[src/rtl/module_gray_codec_display.sv]
// Gray/binary code sampler with double-dabble BCD conversion and a
// multiplexed active-low seven-segment display driver.
//
// The user code is synchronised every cycle, sampled once per sample
// period ("tick"), decoded to binary, converted to BCD over WIDTH shift
// cycles and then published atomically to the display register. The
// display scans one digit at a time; anode and cathode are registered
// together so they always switch on the same edge.
`timescale 1ns/1ps

module module_gray_codec_display #(
  parameter int WIDTH         = 8,
  parameter int DIGITS        = 3,
  parameter int SAMPLE_PERIOD = 2700000,
  parameter int DIGIT_PERIOD  = 27000
) (
  input  logic              clk_i,
  input  logic              rst_i,
  input  logic [WIDTH-1:0]  code_i,
  input  logic              mode_i,
  input  logic              lz_blank_i,
  output logic [WIDTH-1:0]  bin_o,
  output logic              valid_o,
  output logic [DIGITS-1:0] anode_o,
  output logic [6:0]        cathode_o
);

  // ---------------------------------------------------------------------
  // Derived widths and constants
  // ---------------------------------------------------------------------
  localparam int BCD_W  = 4 * DIGITS;
  localparam int SR_W   = BCD_W + WIDTH;
  localparam int SCNT_W = (SAMPLE_PERIOD > 1) ? $clog2(SAMPLE_PERIOD) : 1;
  localparam int DCNT_W = (DIGIT_PERIOD > 1) ? $clog2(DIGIT_PERIOD) : 1;
  localparam int IDX_W  = (DIGITS > 1) ? $clog2(DIGITS) : 1;
  localparam int STEP_W = $clog2(WIDTH + 1);

  localparam logic [SCNT_W-1:0] SAMPLE_LAST = SCNT_W'(SAMPLE_PERIOD - 1);
  localparam logic [SCNT_W-1:0] SCNT_ZERO   = {SCNT_W{1'b0}};
  localparam logic [SCNT_W-1:0] SCNT_ONE    = SCNT_W'(32'd1);

  localparam logic [DCNT_W-1:0] DIGIT_LAST  = DCNT_W'(DIGIT_PERIOD - 1);
  localparam logic [DCNT_W-1:0] DCNT_ZERO   = {DCNT_W{1'b0}};
  localparam logic [DCNT_W-1:0] DCNT_ONE    = DCNT_W'(32'd1);

  localparam logic [IDX_W-1:0]  IDX_LAST    = IDX_W'(DIGITS - 1);
  localparam logic [IDX_W-1:0]  IDX_ZERO    = {IDX_W{1'b0}};
  localparam logic [IDX_W-1:0]  IDX_ONE     = IDX_W'(32'd1);

  localparam logic [STEP_W-1:0] STEP_LAST   = STEP_W'(WIDTH - 1);
  localparam logic [STEP_W-1:0] STEP_ZERO   = {STEP_W{1'b0}};
  localparam logic [STEP_W-1:0] STEP_ONE    = STEP_W'(32'd1);

  localparam logic [WIDTH-1:0]  BIN_ZERO    = {WIDTH{1'b0}};
  localparam logic [BCD_W-1:0]  BCD_ZERO    = {BCD_W{1'b0}};
  localparam logic [SR_W-1:0]   SR_ZERO     = {SR_W{1'b0}};

  // Reset display: digit 0 selected, showing '0'.
  localparam logic [DIGITS-1:0] ANODE_RST   = ~(DIGITS'(32'd1));
  localparam logic [6:0]        SEG_ZERO    = 7'b1000000;
  localparam logic [6:0]        SEG_BLANK   = 7'b1111111;

  typedef enum logic [1:0] {
    IDLE  = 2'd0,
    SHIFT = 2'd1,
    DONE  = 2'd2
  } state_t;

  // ---------------------------------------------------------------------
  // Helper functions
  // ---------------------------------------------------------------------

  // Gray to binary: each binary bit is the XOR of all Gray bits at or above it.
  function automatic logic [WIDTH-1:0] gray_to_bin(input logic [WIDTH-1:0] g);
    logic [WIDTH-1:0] b;
    b = BIN_ZERO;
    b[WIDTH-1] = g[WIDTH-1];
    for (int i = WIDTH - 2; i >= 0; i--) begin
      b[i] = b[i+1] ^ g[i];
    end
    return b;
  endfunction

  // One double-dabble iteration: add 3 to every BCD nibble >= 5, then shift left.
  function automatic logic [SR_W-1:0] dabble_step(input logic [SR_W-1:0] sr);
    logic [SR_W-1:0] adj;
    adj = sr;
    for (int d = 0; d < DIGITS; d++) begin
      if (adj[WIDTH + 4*d +: 4] >= 4'd5) begin
        adj[WIDTH + 4*d +: 4] = adj[WIDTH + 4*d +: 4] + 4'd3;
      end else begin
        adj[WIDTH + 4*d +: 4] = adj[WIDTH + 4*d +: 4];
      end
    end
    return {adj[SR_W-2:0], 1'b0};
  endfunction

  // Active-low segment pattern {g,f,e,d,c,b,a}; non-decimal nibbles blank.
  function automatic logic [6:0] seg7_encode(input logic [3:0] nib);
    logic [6:0] seg;
    case (nib)
      4'd0:    seg = 7'b1000000;
      4'd1:    seg = 7'b1111001;
      4'd2:    seg = 7'b0100100;
      4'd3:    seg = 7'b0110000;
      4'd4:    seg = 7'b0011001;
      4'd5:    seg = 7'b0010010;
      4'd6:    seg = 7'b0000010;
      4'd7:    seg = 7'b1111000;
      4'd8:    seg = 7'b0000000;
      4'd9:    seg = 7'b0010000;
      default: seg = SEG_BLANK;
    endcase
    return seg;
  endfunction

  // ---------------------------------------------------------------------
  // State
  // ---------------------------------------------------------------------
  logic [WIDTH-1:0]  code_meta_r;
  logic [WIDTH-1:0]  code_sync_r;
  logic              mode_meta_r;
  logic              mode_sync_r;

  logic [SCNT_W-1:0] sample_cnt_r;
  logic              tick_s;
  logic [WIDTH-1:0]  decoded_s;
  logic [WIDTH-1:0]  bin_r;

  state_t            state_r;
  logic [SR_W-1:0]   shift_r;
  logic [STEP_W-1:0] step_r;
  logic [BCD_W-1:0]  bcd_r;
  logic              valid_r;

  logic [DCNT_W-1:0] digit_cnt_r;
  logic [IDX_W-1:0]  idx_r;

  logic              run_zero_s;
  logic [DIGITS-1:0] blank_s;
  logic [3:0]        sel_nib_s;
  logic              sel_blank_s;
  logic [DIGITS-1:0] next_anode_s;
  logic [6:0]        next_cathode_s;
  logic [DIGITS-1:0] anode_r;
  logic [6:0]        cathode_r;

  // Two-flop synchroniser for the asynchronous code and mode inputs.
  always_ff @(posedge clk_i or negedge rst_i) begin
    if (!rst_i) begin
      code_meta_r <= BIN_ZERO;
      code_sync_r <= BIN_ZERO;
      mode_meta_r <= 1'b0;
      mode_sync_r <= 1'b0;
    end else begin
      code_meta_r <= code_i;
      code_sync_r <= code_meta_r;
      mode_meta_r <= mode_i;
      mode_sync_r <= mode_meta_r;
    end
  end

  // Sample counter; the terminal-count cycle is the sampling tick.
  always_ff @(posedge clk_i or negedge rst_i) begin
    if (!rst_i) begin
      sample_cnt_r <= SCNT_ZERO;
    end else if (sample_cnt_r == SAMPLE_LAST) begin
      sample_cnt_r <= SCNT_ZERO;
    end else begin
      sample_cnt_r <= sample_cnt_r + SCNT_ONE;
    end
  end

  assign tick_s = (sample_cnt_r == SAMPLE_LAST);

  // Decode the synchronised code according to the synchronised mode.
  always_comb begin
    decoded_s = BIN_ZERO;
    if (mode_sync_r) begin
      decoded_s = code_sync_r;
    end else begin
      decoded_s = gray_to_bin(code_sync_r);
    end
  end

  // Binary output loads at every tick, whether or not a conversion can start.
  always_ff @(posedge clk_i or negedge rst_i) begin
    if (!rst_i) begin
      bin_r <= BIN_ZERO;
    end else if (tick_s) begin
      bin_r <= decoded_s;
    end else begin
      bin_r <= bin_r;
    end
  end

  // Converter FSM: load on tick, WIDTH double-dabble steps, publish in DONE.
  always_ff @(posedge clk_i or negedge rst_i) begin
    if (!rst_i) begin
      state_r <= IDLE;
      shift_r <= SR_ZERO;
      step_r  <= STEP_ZERO;
      bcd_r   <= BCD_ZERO;
      valid_r <= 1'b0;
    end else begin
      valid_r <= 1'b0;
      case (state_r)
        IDLE: begin
          if (tick_s) begin
            state_r <= SHIFT;
            shift_r <= {BCD_ZERO, decoded_s};
            step_r  <= STEP_ZERO;
          end else begin
            state_r <= IDLE;
          end
        end
        SHIFT: begin
          shift_r <= dabble_step(shift_r);
          if (step_r == STEP_LAST) begin
            state_r <= DONE;
            step_r  <= STEP_ZERO;
          end else begin
            state_r <= SHIFT;
            step_r  <= step_r + STEP_ONE;
          end
        end
        DONE: begin
          // Whole result is copied at once so the display never sees a partial value.
          bcd_r   <= shift_r[WIDTH +: BCD_W];
          valid_r <= 1'b1;
          state_r <= IDLE;
        end
        default: begin
          state_r <= IDLE;
          step_r  <= STEP_ZERO;
        end
      endcase
    end
  end

  // Digit dwell counter and scan index.
  always_ff @(posedge clk_i or negedge rst_i) begin
    if (!rst_i) begin
      digit_cnt_r <= DCNT_ZERO;
      idx_r       <= IDX_ZERO;
    end else if (digit_cnt_r == DIGIT_LAST) begin
      digit_cnt_r <= DCNT_ZERO;
      if (idx_r == IDX_LAST) begin
        idx_r <= IDX_ZERO;
      end else begin
        idx_r <= idx_r + IDX_ONE;
      end
    end else begin
      digit_cnt_r <= digit_cnt_r + DCNT_ONE;
      idx_r       <= idx_r;
    end
  end

  // Leading-zero map: a digit above 0 blanks when it and everything above it are zero.
  always_comb begin
    run_zero_s = 1'b1;
    blank_s    = {DIGITS{1'b0}};
    for (int i = DIGITS - 1; i >= 0; i--) begin
      run_zero_s = run_zero_s & (bcd_r[4*i +: 4] == 4'd0);
      if ((i > 0) && lz_blank_i && run_zero_s) begin
        blank_s[i] = 1'b1;
      end else begin
        blank_s[i] = 1'b0;
      end
    end
  end

  // Select the current digit and form its anode/cathode drive.
  always_comb begin
    sel_nib_s    = 4'd0;
    sel_blank_s  = 1'b0;
    next_anode_s = {DIGITS{1'b1}};
    for (int i = 0; i < DIGITS; i++) begin
      if (idx_r == IDX_W'(i)) begin
        sel_nib_s       = bcd_r[4*i +: 4];
        sel_blank_s     = blank_s[i];
        next_anode_s[i] = 1'b0;
      end else begin
        next_anode_s[i] = 1'b1;
      end
    end
    if (sel_blank_s) begin
      next_cathode_s = SEG_BLANK;
    end else begin
      next_cathode_s = seg7_encode(sel_nib_s);
    end
  end

  // Register anode and cathode together so they switch on the same edge.
  always_ff @(posedge clk_i or negedge rst_i) begin
    if (!rst_i) begin
      anode_r   <= ANODE_RST;
      cathode_r <= SEG_ZERO;
    end else begin
      anode_r   <= next_anode_s;
      cathode_r <= next_cathode_s;
    end
  end

  assign bin_o     = bin_r;
  assign valid_o   = valid_r;
  assign anode_o   = anode_r;
  assign cathode_o = cathode_r;

endmodule
[config.mk]
export PLATFORM = sky130hd
export DESIGN_NAME = module_gray_codec_display
export DESIGN_NICKNAME = d
export VERILOG_FILES = /design/src/rtl/module_gray_codec_display.sv
export SDC_FILE = /design/constraint.sdc
export NUM_CORES = 1
export LEC_CHECK = 0
export CORE_MARGIN = 1
export CORE_UTILIZATION = 53
export DETAILED_ROUTE_END_ITERATION = 6
export HOLD_SLACK_MARGIN = 0.08
export PLACE_DENSITY = 0.78
export SYNTH_ARGS = -nofsm -noshare
export SYNTH_HDL_FRONTEND = slang
export SYNTH_SLANG_ARGS = --single-unit
[constraint.sdc]
create_clock -name clk_i -period 2.29 [get_ports clk_i]
set_clock_uncertainty 0.05 [all_clocks]
set_input_delay 0.458 -clock clk_i [delete_from_list [all_inputs] [get_ports clk_i]]
set_output_delay 0.458 -clock clk_i [all_outputs]
set_load 0.01 [all_outputs]
Yosys cells after proc, flatten, opt, wreduce, memory -nomap -nowiden:

Memory sizes are Yosys's and may differ from the RTL's.
Cells that the tools add are included.

* reductions and logical operators: 9
* muxes and demuxes: 27
* bitwise gates (word level): 9
* $lt $le $gt $ge: 3
* equality and inequality tests: 8
* add/subtract/negate cells: 7

Operators by type and width (count)
* 20-bit case mux with 2 select lines: 1
* 4-bit two-way mux: 7
* 22-bit by 1-bit adder with 22-bit output (second input constant): 1
* 22-bit == test (second input constant): 1
* 22-bit two-way mux: 1
* 20-bit two-way mux: 1
* 15-bit by 1-bit adder with 15-bit output (second input constant): 1
* 15-bit == test (second input constant): 1
* 15-bit two-way mux: 1
* 7-bit two-way mux: 2
* 4-bit by 3-bit >= comparator with 1-bit output (second input constant): 3
* 4-bit case mux with 3 select lines: 1
* 1-bit two-way mux: 9
* 4-bit by 2-bit adder with 4-bit output (second input constant): 2
* 4-bit logical NOT: 2
* 1-bit XOR: 7
* 4-bit by 1-bit adder with 4-bit output (second input constant): 1
* 2-bit by 1-bit == test with 1-bit output (second input constant): 2
* 2-bit == test (second input constant): 2
* 4-bit by 3-bit == test with 1-bit output (second input constant): 1
* 2-bit logical NOT: 2
* 2-bit two-way mux: 2
* 2-bit case mux with 2 select lines: 1
* 2-bit AND reduction: 2
* 8 further kinds: 9

* bits of input ports: 12
* ROM bits: 112
* output and inout port bits: 19
* bits in registers: 114
* memories: 1

Memory list
* (name not given): depth 16, width 7, read ports 1, clocked after Yosys merged registers in 0, write ports 0, RTL line 101 `case (nib)`

Depth between registers and ports, before layout:

Gate-level depths: netlist of the first run.

* depth in word-level cells: 10
* depth in mapped cells: 9

Worst setup path before layout of the first run:

OpenSTA, ideal clock, no wires.

* kind: register to register
* start point: register sample_cnt_r[0]
* end point: register shift_r[4]
* buffers on the path: 1
* data required time: 2121 ps
* cell stages (with the launch flop): 8
* path slack: 410 ps
* clock period less this slack: 1880 ps
* arrival: 1712 ps
* path through: dfrtp_1 -> ha_1 -> and4_1 -> nand2_1 -> or2_0 -> buf_2 -> o31a_1 -> o21a_1

* cells in the longest elaborated chain, start to end: 3

Ends and longest elaborated chain
* start: declaration: RTL line 125 `logic [SCNT_W-1:0] sample_cnt_r;`
* start signal: assignment: RTL line 170 `sample_cnt_r <= sample_cnt_r + SCNT_ONE;`
* 22-bit == test: RTL line 174 `assign tick_s = (sample_cnt_r == SAMPLE_LAST);`
* 2-bit inequality test (no source line)
* 2-bit AND reduction (no source line)
* end signal: assignment: RTL line 211 `shift_r <= {BCD_ZERO, decoded_s};`
* end signal: assignment: RTL line 218 `shift_r <= dabble_step(shift_r);`
* end: declaration: RTL line 131 `logic [SR_W-1:0] shift_r;`

Every way passes these cells.
A chain may end at the register's enable or synchronous reset.

Final worst setup path of the first run:

* start point: register sample_cnt_r[0]
* end point: register shift_r[6]

Same word-level chain as after synthesis.

==> results.md, run 1 <==
* Status: finished clean
* First-pass GRT wire length at 16.5 mm
* Power Internal at 3.68 mW
* Setup TNS at 0 ns
* Register bit total from synthesis at 114
* GPL Wtd Cong at 0.847
* Port bufs at 30
* Worst Setup Start Kind: register
* Area of the multi-input gates at 2230 sq um
* EDFF count, synth at 0
* TritonCTS clock tree: built
* GR Util met1 at 24.0%
* Antenna Cells at 0
* Clock Sinks at 114
* Switching share of total power at 20.2%
* Post-DP HPWL at 6.37 mm
* Arr. time, crit path at 2.45 ns
* Clk root buf: clkbuf_8
* PD cells at 729 nW/um^2
* Fin area at 6310 sq um
* DRC Markers at 0
* Clk Latency, worst-skew pair at 0.52 ns
* Worst-path cell chain: ha_1 > and4_1 > nand2_1 > or2_0 > buf_4 > nor4b_1 > nor3_1
* Worst-path clk slew at 0.05 ns
* Placed cell area at 5740 sq um
* Antenna violations before repair at 0
* Final Cycle Share at 92.2%
* Register area at 2860 sq um
* Part of the power in combinational logic at 3.2%
* Synth area leaders: dfrtp_1 (53%), xnor2_1 (4.5%), nor2_1 (3.4%)
* Grt total ovfl at 0
* Gate Count Post-Synth at 480
* Yosys warns at 0
* Grt peak-use layer: met2
* Syn Std Cell Area at 5220 sq um
* Final setup viols at 0
* Slew Limit Fails at 0
* CP Max Fanout at 7
* Max-cap violations at 0
* Met2 GRT Util at 36.8%
* Remaining antenna violation count after routing at 0
* I/O pins at 31
* Bufs on Longest Clock Path at 2
* Seq/Total Area, Yosys at 54.7%
* First-pass DRT Iterations at 4
* Worst slew pin tran at 0.548 ns
* DR iter-0 viols at 97
* Top cell type by total area after synthesis: dfrtp_1
* Num rows at 35
* Seq pwr share at 44.4%
* Most common cell in the netlist: dfrtp_1
* Worst path max stage delay at 0.38 ns
* Leakage at 2.89 nW
* Net count after synthesis at 506
* Peak supply drop at 0.000610 V
* Min Tclk post-route at 2.11 ns
* Crit path required time at 2.63 ns
* Final wirelength at 9.48 mm
* Avg Cell Area, Syn at 10.9 sq um
* Fmax at 0.474 GHz
* Synth top area share at 53.2%
* # fillers at 761
* Initial Util at 55.7%
* Die ar. at 10,200 sq um
* Vias post-DR at 3,637
* GR Layer Usage met3 at 6.21%
* Vias/cell at 5.42
* Fin nets at 556
* Core area at 9370 sq um
* Slowest stage cell, crit path: dfrtp_1
* Clock share of power at 52.4%
* Layout cell share with drive strength beyond 1 at 11.6%
* Largest net degree at the start of global routing at 33
* Crit. End Element: register
* Final count of hold timing violations at 0
* Top_reg_cell synth: dfrtp_1
* P_sw at 0.929 mW
* Netlist cell types at 52
* Hold WC Path Type: register to register
* Die height at 101 microns
* Vias in the first global route at 3,728
* Synth top cells by count: dfrtp_1 (111), nor2_1 (47), nand2_1 (45)
* Final core occ at 67.4%
* CP Class: register to register
* Die Wd at 101 microns
* Async set-reset flop share out of synthesis at 100%
* RSZ-0062 raised after global routing: no
* CTS Buf Count at 17
* Max_slew headroom at 63.4%
* Tot GR Track Use at 21.3%
* H-Tree Depth at 4
* Average routed wire per standard cell at 14.1 microns
* Area Overhead vs Synth at 21.0%
placed cells by master (no fill, tap or decap), types with 8 or more instances in the layout:
| master | instances |
|---|---|
| dfrtp_1 | 111 |
| nor2_1 | 47 |
| nand2_1 | 45 |
| o21ai_0 | 33 |
| clkdlybuf4s50_1 | 29 |
| xnor2_1 | 27 |
| inv_1 | 17 |
| xor2_1 | 17 |
| buf_4 | 17 |
| clkbuf_16 | 16 |
| a21oi_1 | 14 |
| ha_1 | 14 |
| a22o_1 | 13 |
| nor2b_1 | 10 |
| nand3_1 | 10 |
| nor3_1 | 9 |
| nand2b_1 | 8 |
| mux2i_1 | 8 |
layout make-up:
cell class              instances  share of cell area, %
clock inverters                 4                  0.753
well taps                     129                   2.56
multi-input cells             332                   35.4
flip-flops and latches        114                   45.2
inverters                      17                   1.01
clock buffers                  27                   7.95
repair buffers                 48                   7.09
registers in the layout, indices dropped and copies added, names as in the netlist, 7 cells and up:
register      flops
bcd_r            12
sample_cnt_r     22
shift_r          20
digit_cnt_r      15
bin_o             8
code_sync_r       8
code_meta_r       8
cathode_o         7
stage by stage:
step | setup WS (ns) | power (mW) | instances | hold slack (ns)
after floorplan | 0.410 | 2.15 | 480 | 0.112
after detailed placement | 0.108 | 2.23 | 637 | 0.286
after CTS | 0.0656 | 4.66 | 669 | 0.298
after global placement | 0.172 | 2.22 | 637 | 0.282
after global routing | 0.0148 | 4.76 | 671 | 0.303
final | 0.179 | 4.60 | 671 | 0.295
critical path, delay by kind of cell (launching register included):
kind / cells / cell delay, ns
adder cells (fa/ha/maj): 1 / 0.21
AND/OR/NAND/NOR: 5 / 1.16
flip-flops: 1 / 0.38
buffers and inverters: 1 / 0.19
kinds of logic after synthesis:
family | count (synthesis) | share of synthesized area (%)
AOI/OAI and AO/OA | 83 | 10.4
xor gates and xnor gates | 48 | 9.18
adders and majority gates | 14 | 3.36
buffers and inverters | 34 | 2.61
DFF | 114 | 54.7
muxes | 15 | 3.05
and+or+nand+nor | 172 | 16.7
power groups by stage:
stage	Clock (mW)	Sequential (mW)	Combinational (mW)
floorplan	0	2.08	0.0710
CTS	2.46	2.05	0.152
global placement	0	2.08	0.146
global route	2.55	2.05	0.163
detailed placement	0	2.08	0.149
finish	2.41	2.05	0.147
path summary, 6_finish.rpt:
check | startpoint | slack (ns) | cells after the start | to
max | sample_cnt_r[0] | 0.18 | 7 | shift_r[6]
min | mode_meta_r | 0.29 | 0 | mode_sync_r
max reg2reg | sample_cnt_r[0] | 0.18 | 7 | shift_r[6]
min reg2reg | mode_meta_r | 0.29 | 0 | mode_sync_r
max in group asynchronous | rst_i | 1.17 | 3 | code_meta_r[0]
min in group asynchronous | rst_i | 0.38 | 2 | bcd_r[8]
what timing repair did:
action                                  CTS  global route
hold buffers                              1             0
resized for setup                         0             1
endpoints found under the setup margin    0            13
hold endpoints to repair                 25             0
setup buffers                             0             2
metal layers:
metal	wire, microns	vias up	part of all wire [%]
met1	4100	1797	43
met5	0	-	0
li1	-	1758	-
met2	4870	66	51
met4	192	0	2.0
met3	320	16	3.4
(Power assumes the default switching activity.)
==> run 2: changes to the inputs <==
--- a/config.mk
+++ b/config.mk
@@ -7,6 +7,7 @@
 export LEC_CHECK = 0
 export CORE_MARGIN = 1
 export CORE_UTILIZATION = 53
+export CTS_CLUSTER_DIAMETER = 150
 export DETAILED_ROUTE_END_ITERATION = 6
 export HOLD_SLACK_MARGIN = 0.08
 export PLACE_DENSITY = 0.78
==> results of run 2 <==
No change in the layout: final DEF, timing and power equal those of run 1.
==> patch 1 (config.mk and constraints of run 2) <==
Set the parameter `WIDTH` to 4 (it was 8).
--- a/src/rtl/module_gray_codec_display.sv
+++ b/src/rtl/module_gray_codec_display.sv
@@ -9,7 +9,7 @@
 `timescale 1ns/1ps
 
 module module_gray_codec_display #(
-  parameter int WIDTH         = 8,
+  parameter int WIDTH         = 4,
   parameter int DIGITS        = 3,
   parameter int SAMPLE_PERIOD = 2700000,
   parameter int DIGIT_PERIOD  = 27000
Ports: changed (resized bin_o and code_i); port bits go from 31 to 23. No check against the original RTL was run, so the function may have changed too.
==> patch 1 against run 2 <==
- sequential cell count decreased by 17
- synthesized cell count decreased by 14%
- count of clock-buffer cells in the layout decreased by 15
- design area decreased by 19%
- critical path depth decreased by 3
- utilization decreased by 5.5 points
- wire length decreased by 18%
- non-clock buffer count decreased by 14
- worst setup slack got worse by 18 ps
- synthesized area decreased by 14%
- critical endpoint is now step_r[1]$_DFFE_PN0P_
Power is not compared: it rests on default switching activity, and its combinational part moved more than twofold at a synthesized area within 25%.
==> patch 1: results <==
export IMPL_run_status="completed"
export IMPL_cts_reportedPaths_clkPinSlew_ps=90
export IMPL_ff2ff_setup_slack_ps=160
export IMPL_pre_cts_ws_ps=180
export IMPL_grt_use_total=0.200
export IMPL_grt_max_degree=41
export IMPL_ys_async_sr_fraction=1.00
export IMPL_slew_limit_headroom=0.627
export IMPL_ir_drop_mv=0.387
export IMPL_synthTopCellsByCount="94 x sky130_fd_sc_hd__dfrtp_1, 29 x sky130_fd_sc_hd__nor2_1, 28 x sky130_fd_sc_hd__nand2_1"
export IMPL_drtPass1Iterations=4
export IMPL_dpl_instance_area_sq_mm=0.00488
export IMPL_synth_yosys_seq_area_share=0.541
export IMPL_vias=3131
export IMPL_nNetsFinal=463
export IMPL_avgSynthCellArea_sq_um=10.8
export IMPL_critical_path_max_fanout=13
export IMPL_number_of_buffers_created_by_cts=9
export IMPL_synthTopCellsByArea="sky130_fd_sc_hd__dfrtp_1 52%, sky130_fd_sc_hd__xnor2_1 3.5%, sky130_fd_sc_hd__mux2i_1 3.3%"
export IMPL_wirelength_um=7760
export IMPL_fin_worst_hold_slack_ps=305
export IMPL_place_congestion=0.826
export IMPL_io_buffers=22
export IMPL_synthesis_nets=433
export IMPL_critical_path_arrival_ps=2300
export IMPL_fin_crit_sh=0.930
export IMPL_place_hpwl_um=5550
export IMPL_worst_r2r_cell_count=4
export IMPL_critical_path_startpoint="sample_cnt_r[5]$_DFF_PN0_"
export IMPL_numPlacedInstances=538
export IMPL_holdCritPathClass="reg2reg"
export IMPL_synth_lib_cells_used_distinct=46
export IMPL_clk_root_buffer_cell="sky130_fd_sc_hd__clkbuf_8"
export IMPL_number_of_h_tree_levels=3
export IMPL_global_route_wire_length_before_repair_um=13900
export IMPL_top_regs="sample_cnt_r: 22 flops, shift_r: 16 flops, digit_cnt_r: 15 flops"
export IMPL_antenna_diode_instance_count=0
export IMPL_layout_drive_gt1_share=0.100
export IMPL_detail_route_vias_per_cell=5.64
export IMPL_crit_end="step_r[1]$_DFFE_PN0P_"
export IMPL_detail_route_iter0_violations=163
export IMPL_clk_insertion_delay_late_ps=350
[patch 1: cell type report]
type                            instances  area (sq um)
Timing Repair Buffer                   34           323
Clock inverter                          4          27.5
Inverter                               21          78.8
Sequential cell                        97          2430
Tap cell                              105           131
Fill cell                             658          3130
Multi-Input combinational cell        282          1940
Clock buffer                           12           155
[patch 1: per-layer routing]
metal,vias up,track usage,part of all wire
met1,1530,0.255,0.47
met2,55,0.332,0.48
met3,15,0.0356,0.025
met5,-,0,0
li1,1531,-,-
met4,0,0.0885,0.019
[patch 1: worst max-delay path: stages, from the launching register on]
cell and delay, ps:
sky130_fd_sc_hd__dfrtp_1 440, sky130_fd_sc_hd__or3b_4 440, sky130_fd_sc_hd__or3_1 530, sky130_fd_sc_hd__nor3_1 390, sky130_fd_sc_hd__o21ai_0 150
[patch 1: kinds of logic (layout without fill, tap and decap cells)]
family          after synthesis  in the layout  synth area share
simple gates                146            146             0.174
flops                        97             97             0.541
compound gates               69             69             0.106
buf+inv                      36             71            0.0328
xor+xnor                     35             35            0.0682
mux                          22             22            0.0509
fa+ha+maj                    10             10            0.0278
[patch 1: repair_timing]
item                       in CTS  in global routing
hold buffers                    1                  0
setup endpoints to repair       0                  1
resized for setup               0                  1
hold endpoints to repair       38                  0
[patch 1: power breakdown]
| part | leakage, nW | switching, mW | internal, mW | total (mW) |
|---|---|---|---|---|
| Combinational | 0.932 | 0.0404 | 0.0223 | 0.0627 |
| Sequential | 1.29 | 0.00521 | 1.72 | 1.73 |
| Clock | 0.0963 | 0.565 | 0.456 | 1.02 |
| Total | 2.32 | 0.610 | 2.20 | 2.81 |
[patch 1: how the worst min path moves through the flow]
stage,startpoint,end,cells past startpoint
after detailed placement,code_meta_r[1]$_DFF_PN0_,code_sync_r[1]$_DFF_PN0_,0
after global placement,code_meta_r[0]$_DFF_PN0_,code_sync_r[0]$_DFF_PN0_,0
after global routing,mode_meta_r$_DFF_PN0_,mode_sync_r$_DFF_PN0_,0
after floorplan,rst_i,anode_o[0]$_DFF_PN0_,0
after CTS,code_meta_r[1]$_DFF_PN0_,code_sync_r[1]$_DFF_PN0_,0
final,code_meta_r[1]$_DFF_PN0_,code_sync_r[1]$_DFF_PN0_,0
==> patch 2 (flow settings as in run 2) <==
Made on the original files. Register the input `mode_i` before use. The logic sees it one clock later. The other inputs are not delayed to match.
--- a/src/rtl/module_gray_codec_display.sv
+++ b/src/rtl/module_gray_codec_display.sv
@@ -65,6 +65,12 @@
     SHIFT = 2'd1,
     DONE  = 2'd2
   } state_t;
+
+  logic mode_q;
+
+  always_ff @(posedge clk_i) begin
+    mode_q <= mode_i;
+  end
 
   // ---------------------------------------------------------------------
   // Helper functions
@@ -155,7 +161,7 @@
     end else begin
       code_meta_r <= code_i;
       code_sync_r <= code_meta_r;
-      mode_meta_r <= mode_i;
+      mode_meta_r <= mode_q;
       mode_sync_r <= mode_meta_r;
     end
   end
Behaviour: same outputs for any inputs over 10 cycles, from zero or initial values and one cycle with rst_i low; that may be too few to reach the edited logic, so the function may still have changed.
==> patch 2 against run 2 <==
- worst hold slack got worse by 14 ps
- global-route usage is 2.0 points higher
- fmax is 0.55% lower
- die area is 0.40% higher
- wire length increased by 9.1%
- design area grew 1.4%
- sequential cell count rose by 1
- synthesized area up 0.41%
- cell count rose by 1.0%
- critical path type unchanged
- critical path depth decreased by 1
- largest power group unchanged
- worst setup slack lost 12 ps
- total power up 7.2%
==> patch 2: results <==
export IMPL_power_leakage_nw=2.92
export IMPL_cp_delay_by_family_top="simple AND/OR/NAND/NOR gates"
export IMPL_reg2reg_from="sample_cnt_r[1]$_DFF_PN0_"
export IMPL_critical_path_arrival_ps=2470
export IMPL_route_detailed_wl_per_inst_um=15.3
export IMPL_synthTopCellsByArea="sky130_fd_sc_hd__dfrtp_1 53%, sky130_fd_sc_hd__xnor2_1 4.8%, sky130_fd_sc_hd__nor2_1 3.7%"
export IMPL_io_buffers=30
export IMPL_drtPass1Iterations=4
export IMPL_clk_root_buffer_cell="sky130_fd_sc_hd__clkbuf_8"
export IMPL_maxUsedRoutingLayer="met4"
export IMPL_hold_path_end="mode_meta_r$_DFF_PN0_"
export IMPL_clk_insertion_delay_late_ps=520
export IMPL_yosys_warnings=0
export IMPL_number_of_h_tree_levels=4
export IMPL_detail_route_vias_per_cell=5.57
export IMPL_synth_yosys_seq_area_share=0.549
export IMPL_vias=3778
export IMPL_cts_setup_buffers=0
export IMPL_reg_to_reg_critical_path_endpoint="shift_r[4]$_DFFE_PN0P_"
export IMPL_global_route_wire_length_before_repair_um=18300
export IMPL_cpMaxStageDelayCell="sky130_fd_sc_hd__dfrtp_1"
export IMPL_congestion_overflow_gr=0
export IMPL_place_congestion=0.823
export IMPL_layout_drive_gt1_share=0.115
export IMPL_top_regs="sample_cnt_r: 22 flops, shift_r: 20 flops, digit_cnt_r: 15 flops"
export IMPL_run_status="completed"
export IMPL_synth_lib_cells_used_distinct=49
export IMPL_numPlacedInstances=645
export IMPL_nNetsFinal=562
export IMPL_max_cap_viol_count=0
export IMPL_hold_start="mode_q$_DFF_P_"
export IMPL_synthTopCellsByCount="111 x sky130_fd_sc_hd__dfrtp_1, 51 x sky130_fd_sc_hd__nor2_1, 42 x sky130_fd_sc_hd__nand2_1"
export IMPL_detail_route_iter0_violations=144
export IMPL_place_hpwl_um=6800
export IMPL_ys_async_sr_fraction=0.991
export IMPL_avgSynthCellArea_sq_um=10.8
export IMPL_cts_path_max_buffers=2
export IMPL_antenna_diode_instance_count=0
export IMPL_startpoint_type="flop"
export IMPL_number_of_buffers_created_by_cts=17
export IMPL_dr_wl_met2_um=5510
export IMPL_route_layer_met1_wl_um=4320
export IMPL_crit_path_max_incr_delay_ps=390
export IMPL_fin_worst_hold_slack_ps=281
export IMPL_synthesis_nets=512
export IMPL_min_path_cells=0
export IMPL_critical_path_max_fanout=19
export IMPL_ff2ff_setup_slack_ps=170
export IMPL_detailroute_wirelength_met3_um=358
export IMPL_grt_use_total=0.233
export IMPL_grt_max_degree=46
export IMPL_ir_drop_mv=0.747
export IMPL_number_of_antenna_violations_at_the_first_check_in_global_routing=0
export IMPL_worst_pin_slew_ps=576
export IMPL_holdCritPathClass="reg2reg"
export IMPL_first_global_vias=4056
export IMPL_worst_r2r_cell_count=6
export IMPL_cts_reportedPaths_clkPinSlew_ps=60
-- patch 2: metal layers --
metal / vias up / track usage
met3: 17 / 0.0531
met1: 1884 / 0.263
met4: 0 / 0.103
met2: 85 / 0.422
li1: 1792 / -
met5: - / 0
-- patch 2: worst register-to-register path: cells and delay by family, from the launching register on --
kind | cells | cell delay, ps
and+or+nand+nor | 3 | 860
AOI/OAI and AO/OA | 2 | 490
DFF | 1 | 390
adders and majority gates | 1 | 220
-- patch 2: power by group --
group | switching [mW] | internal (mW)
Combinational | 0.0759 | 0.0696
Sequential | 0.0136 | 2.05
Clock | 0.907 | 1.82
Total | 0.996 | 3.94
-- patch 2: logic make-up (layout without fill, tap and decap cells) --
kind of cell | Yosys count | in the layout | synth area share
AND/OR/NAND/NOR | 171 | 171 | 0.161
flip-flops | 115 | 115 | 0.549
AO/OA/AOI/OAI | 90 | 90 | 0.111
XOR/XNOR | 47 | 47 | 0.0898
buffers and inverters | 34 | 97 | 0.0251
multiplexers | 15 | 15 | 0.0303
adder cells (fa/ha/maj) | 14 | 14 | 0.0334
-- patch 2: repair_timing --
action	in CTS	in global routing
resized for setup	0	2
hold buffers	1	0
hold endpoints to repair	39	0
endpoints found under the setup margin	0	3
-- patch 2: worst max path at each step --
stage | cells after the start | slack [ps] | endpoint
floorplan | 8 | 440 | cathode_o[6]$_DFF_PN1_
global placement | 5 | 270 | shift_r[4]$_DFFE_PN0P_
detailed placement | 6 | 140 | shift_r[4]$_DFFE_PN0P_
CTS | 5 | 130 | shift_r[4]$_DFFE_PN0P_
global route | 7 | 50 | sample_cnt_r[7]$_DFF_PN0_
finish | 6 | 170 | shift_r[4]$_DFFE_PN0P_
-- patch 2: area by class of cell --
type,count,area (sq um)
Timing Repair Buffer,46,433
Clock inverter,10,158
Clock buffer,22,453
Inverter,19,71.3
Tap cell,129,161
Sequential cell,115,2880
Fill cell,689,3010
Multi-Input combinational cell,337,2250
-- patch 2: through the flow --
step	power (mW)	utilization	cell area, sq um	setup WS, ps
after global routing	5.09	0.680	6400	52.6
after global placement	2.24	0.613	5770	267
after CTS	4.98	0.679	6390	132
after detailed placement	2.24	0.613	5770	142
final	4.93	0.680	6400	167
after floorplan	2.17	-	5240	444
